## config.mk

```make
export PLATFORM = sky130hd
export DESIGN_NAME = reg_writeback
export DESIGN_NICKNAME = d
export VERILOG_FILES = /design/src/rtl/reg_writeback_pkg.sv /design/src/rtl/reg_writeback_scoreboard.sv /design/src/rtl/reg_writeback.sv
export SDC_FILE = /design/constraint.sdc
export NUM_CORES = 1
export LEC_CHECK = 0
export ABC_AREA = 0
export CAP_MARGIN = 20
export CORE_UTILIZATION = 42
export CTS_BUF_LIST = sky130_fd_sc_hd__clkbuf_8 sky130_fd_sc_hd__clkbuf_16
export DETAILED_ROUTE_END_ITERATION = 8
export PLACE_DENSITY = 0.84
export SYNTH_ARGS = -nofsm -noshare
export SYNTH_HDL_FRONTEND = slang
export SYNTH_SLANG_ARGS = --single-unit
```

## constraint.sdc

```tcl
create_clock -name clock -period 2.49 [get_ports clock]
set_input_delay 0.498 -clock clock [delete_from_list [all_inputs] [get_ports clock]]
set_output_delay 0.498 -clock clock [all_outputs]
set_load 0.05 [all_outputs]
```

## src/rtl/reg_writeback_pkg.sv

```systemverilog
// Shared register-file types: write-port parameters, architectural register
// word, and the internal result bundle used to mux the two result sources.
package reg_file_inc;

  localparam int REG_ADDR_WIDTH = 5;

  typedef logic [31:0] arch_reg;

  typedef struct packed {
    logic                      write_enable;
    logic [REG_ADDR_WIDTH-1:0] addr_rd;
  } reg_file_write_params_t;

  typedef struct packed {
    logic [REG_ADDR_WIDTH-1:0] rd;
    arch_reg                   data;
  } wb_result_t;

endpackage

```

## src/rtl/reg_writeback_scoreboard.sv

```systemverilog
// Pending-write scoreboard: one busy bit per register, x0 never busy.
// A set and a clear to the same register at the same edge leave it busy.
module reg_scoreboard #(
  parameter int ADDR_W = 5
) (
  input  logic                 clock,
  input  logic                 reset_n,
  input  logic                 i_set_valid,
  input  logic [ADDR_W-1:0]    i_set_addr,
  input  logic                 i_clr_valid,
  input  logic [ADDR_W-1:0]    i_clr_addr,
  input  logic [ADDR_W-1:0]    i_query_a_addr,
  output logic                 o_query_a_busy,
  input  logic [ADDR_W-1:0]    i_query_b_addr,
  output logic                 o_query_b_busy,
  output logic [2**ADDR_W-1:0] o_mask
);

  localparam int N = 2**ADDR_W;

  logic [N-1:0] r_busy;
  logic [N-1:0] w_next;

  // Next busy vector: clear first so a coincident set takes precedence.
  always_comb begin
    w_next = r_busy;
    if (i_clr_valid) w_next[i_clr_addr] = 1'b0;
    if (i_set_valid) w_next[i_set_addr] = 1'b1;
    w_next[0] = 1'b0;
  end

  // Busy vector register.
  always_ff @(posedge clock or negedge reset_n) begin
    if (!reset_n) r_busy <= '0;
    else          r_busy <= w_next;
  end

  assign o_query_a_busy = r_busy[i_query_a_addr];
  assign o_query_b_busy = r_busy[i_query_b_addr];
  assign o_mask         = r_busy;

endmodule

```

## src/rtl/reg_writeback.sv

```systemverilog
// Writeback initiator: arbitrates load/execute results onto the single
// register-file write port, tracks pending writes and forwards the port.
//
// Handshakes: a transfer happens in any cycle where valid and ready are both
// 1 at the rising clock edge; valid never depends on ready, ready may depend
// on valid only as stated (ex_ready = !ld_valid, ld_ready is constant 1).
module reg_writeback #(
  parameter int REG_ADDR_WIDTH = reg_file_inc::REG_ADDR_WIDTH
) (
  input  logic                                clock,
  input  logic                                reset_n,
  input  logic                                issue_valid,
  input  logic [REG_ADDR_WIDTH-1:0]           issue_rd,
  output logic                                issue_ready,
  input  logic                                ex_valid,
  input  logic [REG_ADDR_WIDTH-1:0]           ex_rd,
  input  logic [31:0]                         ex_data,
  output logic                                ex_ready,
  input  logic                                ld_valid,
  input  logic [REG_ADDR_WIDTH-1:0]           ld_rd,
  input  logic [31:0]                         ld_data,
  output logic                                ld_ready,
  output reg_file_inc::reg_file_write_params_t write_params,
  output reg_file_inc::arch_reg               data_rd,
  input  logic [REG_ADDR_WIDTH-1:0]           query_rs1,
  input  logic [REG_ADDR_WIDTH-1:0]           query_rs2,
  output logic                                busy_rs1,
  output logic                                busy_rs2,
  output logic                                fwd_valid_rs1,
  output logic                                fwd_valid_rs2,
  output logic [31:0]                         fwd_data_rs1,
  output logic [31:0]                         fwd_data_rs2,
  output logic [2**REG_ADDR_WIDTH-1:0]        busy_mask,
  output logic                                protocol_error
);

  logic [2**REG_ADDR_WIDTH-1:0]        w_mask;
  logic                                w_q1_busy;
  logic                                w_q2_busy;
  logic                                w_issue_fire;
  logic                                w_accept;
  logic                                w_commit;
  reg_file_inc::wb_result_t            w_result;
  reg_file_inc::reg_file_write_params_t r_write_params;
  reg_file_inc::arch_reg               r_data_rd;
  logic                                r_protocol_error;

  // A claim may be granted when the register is free or its write retires now.
  assign issue_ready  = !w_mask[issue_rd] |
                        (r_write_params.write_enable & (r_write_params.addr_rd == issue_rd));
  assign w_issue_fire = issue_valid & issue_ready & (issue_rd != '0);

  // Fixed priority: load always wins, execute waits while a load is offered.
  assign ld_ready = 1'b1;
  assign ex_ready = !ld_valid;

  // Select the accepted result; defaults to execute, overridden by load.
  always_comb begin
    w_result = '{rd: ex_rd, data: ex_data};
    if (ld_valid) w_result = '{rd: ld_rd, data: ld_data};
  end

  assign w_accept = ld_valid | ex_valid;
  assign w_commit = w_accept & (w_result.rd != '0);

  reg_scoreboard #(.ADDR_W(REG_ADDR_WIDTH)) u_scoreboard (
    .clock          (clock),
    .reset_n        (reset_n),
    .i_set_valid    (w_issue_fire),
    .i_set_addr     (issue_rd),
    .i_clr_valid    (r_write_params.write_enable),
    .i_clr_addr     (r_write_params.addr_rd),
    .i_query_a_addr (query_rs1),
    .o_query_a_busy (w_q1_busy),
    .i_query_b_addr (query_rs2),
    .o_query_b_busy (w_q2_busy),
    .o_mask         (w_mask)
  );

  // Write-port register: one result per cycle; results to x0 never write.
  always_ff @(posedge clock or negedge reset_n) begin
    if (!reset_n) begin
      r_write_params <= '0;
      r_data_rd      <= '0;
    end else begin
      r_write_params.write_enable <= w_commit;
      if (w_accept) begin
        r_write_params.addr_rd <= w_result.rd;
        r_data_rd              <= w_result.data;
      end
    end
  end

  // Sticky flag for a result whose destination holds no pending claim.
  always_ff @(posedge clock or negedge reset_n) begin
    if (!reset_n)                             r_protocol_error <= 1'b0;
    else if (w_commit && !w_mask[w_result.rd]) r_protocol_error <= 1'b1;
  end

  assign write_params   = r_write_params;
  assign data_rd        = r_data_rd;
  assign protocol_error = r_protocol_error;
  assign busy_mask      = w_mask;

  assign fwd_valid_rs1 = r_write_params.write_enable &
                         (r_write_params.addr_rd == query_rs1) & (query_rs1 != '0);
  assign fwd_valid_rs2 = r_write_params.write_enable &
                         (r_write_params.addr_rd == query_rs2) & (query_rs2 != '0);
  assign fwd_data_rs1  = r_data_rd;
  assign fwd_data_rs2  = r_data_rd;
  assign busy_rs1      = w_q1_busy & !fwd_valid_rs1;
  assign busy_rs2      = w_q2_busy & !fwd_valid_rs2;

endmodule

```

==> results.toml <==
[clock_tree]
cts_tree = "built"
holdBufCountCts = 0
htreeDepth = 3
clockBufferDepth = 2
clkLatencyLatePin_ps = 330
cts.sinks = 70
path_clk_slew_ps = 60
cts-root-buf = "clkbuf_16"
cts_buffers = 9

[synthesis]
yosysMostFrequentCell = "o21ai_0"
synthArstFlopShare_pct = 100
synth_top_area_share_pct = 35.8
synthFlopType = "dfrtp_1"
synth-edff-count = 0
synthCells = 491
synth.largest_area_cell = "dfrtp_1"
ys_seq_area_share_pct = 35.8
mappedNetlistArea_um2 = 4890
synth_cell_types = 43
syn_area_per_cell_um2 = 9.95
ys_warn_count = 0
synthTopCellsByArea = "dfrtp_1 (36%), buf_4 (10%), mux2i_1 (10%), mux4_2 (9.7%), o21ai_0 (8.3%)"
ys_ff_latch = 70
synthTopCellsByCount = "o21ai_0 (81), dfrtp_1 (70), buf_4 (67)"
synth_nets = 585

[outcome]
status = "finished with violations"
violations = "negative setup slack"

[power]
internal-power_mw = 4.27
p_switching_mw = 3.64
finalPower_mw = 7.91
p_per_area_nw_per_um2 = 1000
pwr-share-seq_pct = 23.5
swShare_pct = 46.1
p_comb_share_pct = 58.9
p_clk_share_pct = 17.6
max-vdd-ir-drop_mv = 1.02
power.leakage_nw = 3.31

[critical_path]
critPathCaptureType = "output port"
arrival_ps = 2140
cp_common_cell = "mux4_2"
crit_chain = "mux4_2 -> mux4_2 -> mux2i_4 -> nor2_4 -> buf_6"
worst_path_largest_cell_delay_ps = 520
cp_num_buf_inv = 1
r2r-start = "u_scoreboard.o_mask[15]"
path_max_fanout = 3
path_delay_family = "multiplexers"
reg2reg_slack_ps = 110
slowest_stage = "mux4_2"
worstSetupStartpointType = "flip-flop"
cp.required_ps = 1990
reg2reg_to = "u_scoreboard.o_mask[16]"
path_class = "reg2out"
rr_worst_depth = 10

[grt]
grt_max_degree = 50
grt_pass1_vias = 4902
grt_use_total_pct = 30.9
gr-total-overflow = 0
grt_pass1_wl_um = 27400
antenna_found_initial = 0

[placed_design]
dp_slack_ps = -632
dp_hpwl_um = 14100
gp_congestion = 0.971
port_buffers = 233

[floorplan]
core_area_um2 = 11400
dieWidth_um = 110
std_cell_rows = 39
fp.dieArea_um2 = 12100
ioPinCount = 236
die_y_um = 110
initial_utilization_pct = 43.0

[route]
via_per_inst = 5.75
drt_wl_total_um = 18600
met1Wirelength_um = 6370
firstDrtPassIters = 5
route.met3.wl_um = 1880
route.met2.wl_um = 9610
highest_layer = "met4"
wl_per_cell_um = 21.4
ant_nets = 0
drcViolationCount = 0
vias = 5005
drtIter0Drc = 446

[sta]
finalWorstSetupSlack_ps = -144
final_hold_viol_count = 0
maxSlewViolCount = 0
tightest_slew_ps = 551
relSlewSlack_pct = 63.1
min_period_ps = 2630
skew_ps = 7.14
setup_viol = 3
grt_setup_unrepaired = "yes"
fmax_mhz = 380
timing.final.crit_share_pct = 106

[cells_and_area]
area_growth_pct = 61.5
num-nets-final = 816
drive_gt1_share_pct = 23.8
insertedDiodeCount = 0
nFillCells = 857

[run]
cap_violations = 0

[hold_path]
hold_class = "in2async"
registers in the layout, indices dropped and copies added, names as in the netlist:
name	flops
u_scoreboard.o_mask	31
write_params	6
protocol_error	1
data_rd	32
worst reg2reg max path, stage by stage (launching register included):
cell      delay (ps)
dfrtp_1          420
buf_4            150
buf_4            150
mux4_2           480
inv_2             70
o221ai_2         100
o21ai_4          200
buf_4            150
buf_12           110
nand3_2          170
o21ai_0          280
power groups by stage:
stage                     logic [mW]  registers [mW]  clock network [mW]
after floorplan                 1.59            2.80                   0
after global placement          4.33            1.83                   0
after detailed placement        4.38            1.84                   0
after CTS                       4.58            1.82                1.40
after global routing            4.86            1.88                1.46
final                           4.66            1.86                1.39
area by class of cell:
class	instances	area (um2)	share of cell area (%)
Multi-Input combinational cell	317	2560	32.4
Clock inverter	7	96.3	1.22
Inverter	6	22.5	0.285
Sequential cell	70	1760	22.3
Tap cell	143	179	2.27
Timing Repair Buffer	318	3050	38.6
Clock buffer	9	225	2.85
cells in the final DEF (no fill, tap or decap), drive strengths merged, types with 3 or more instances in the layout:
| cell type | netlist | layout |
|---|---|---|
| buf | 75 | 97 |
| nand2 | 46 | 46 |
| or3b | 3 | 3 |
| clkbuf | 23 | 10 |
| nor3 | 3 | 3 |
| mux4 | 27 | 27 |
| dfrtp | 70 | 70 |
| dlygate4sd2 | 0 | 3 |
| xor2 | 10 | 10 |
| nand4b | 3 | 3 |
| nand3 | 11 | 11 |
| nor2 | 15 | 15 |
| o21ai | 99 | 99 |
| xnor2 | 3 | 3 |
| o211ai | 4 | 4 |
| clkinv | 0 | 4 |
| a21oi | 7 | 7 |
| clkdlybuf4s50 | 0 | 214 |
| mux2 | 4 | 4 |
| nand3b | 9 | 9 |
| inv | 6 | 7 |
| mux2i | 50 | 50 |
repair_timing:
item | CTS | global route
gates resized for setup | 41 | 14
pin swaps | 2 | 8
cloned | 1 | 0
buffers inserted | 9 | 1
endpoints found under the setup margin | 36 | 5
layer usage:
layer	vias to the layer above	global-route usage (%)
li1	2172	-
met1	2403	34.3
met2	355	57.1
met3	75	7.11
met4	0	11.7
met5	-	0
stage by stage:
stage | instances | hold slack, ps | TNS (ps) | util, % | instance area [um2]
after global placement | 843 | 463 | -18490 | 65.1 | 7400
after detailed placement | 843 | 469 | -19820 | 65.1 | 7400
after floorplan | 491 | 202 | 0 | - | 4920
after CTS | 869 | 157 | -407 | 69.2 | 7860
after global routing | 870 | 170 | -449 | 69.4 | 7890
final | 870 | 139 | -329 | 69.4 | 7890
worst max path at each step:
stage | from | endpoint | slack, ps | cells past startpoint
after global placement | query_rs1[0] | busy_rs1 | -620 | 7
after CTS | u_scoreboard.o_mask[7] | busy_rs1 | -160 | 5
final | u_scoreboard.o_mask[15] | busy_rs2 | -140 | 5
after global routing | u_scoreboard.o_mask[15] | busy_rs2 | -160 | 5
after floorplan | u_scoreboard.o_mask[29] | issue_ready | 3 | 4
after detailed placement | query_rs1[0] | busy_rs1 | -630 | 7
cell families after synthesis:
| group | Yosys count | share of synthesized area (%) |
|---|---|---|
| AOI/OAI and AO/OA | 121 | 13.5 |
| xor gates and xnor gates | 13 | 2.33 |
| buffers and inverters | 104 | 13.4 |
| DFF | 70 | 35.8 |
| muxes | 81 | 24.1 |
| other | 2 | 0.154 |
| and+or+nand+nor | 100 | 10.8 |
Note: power is estimated with default switching activity, not from simulation.
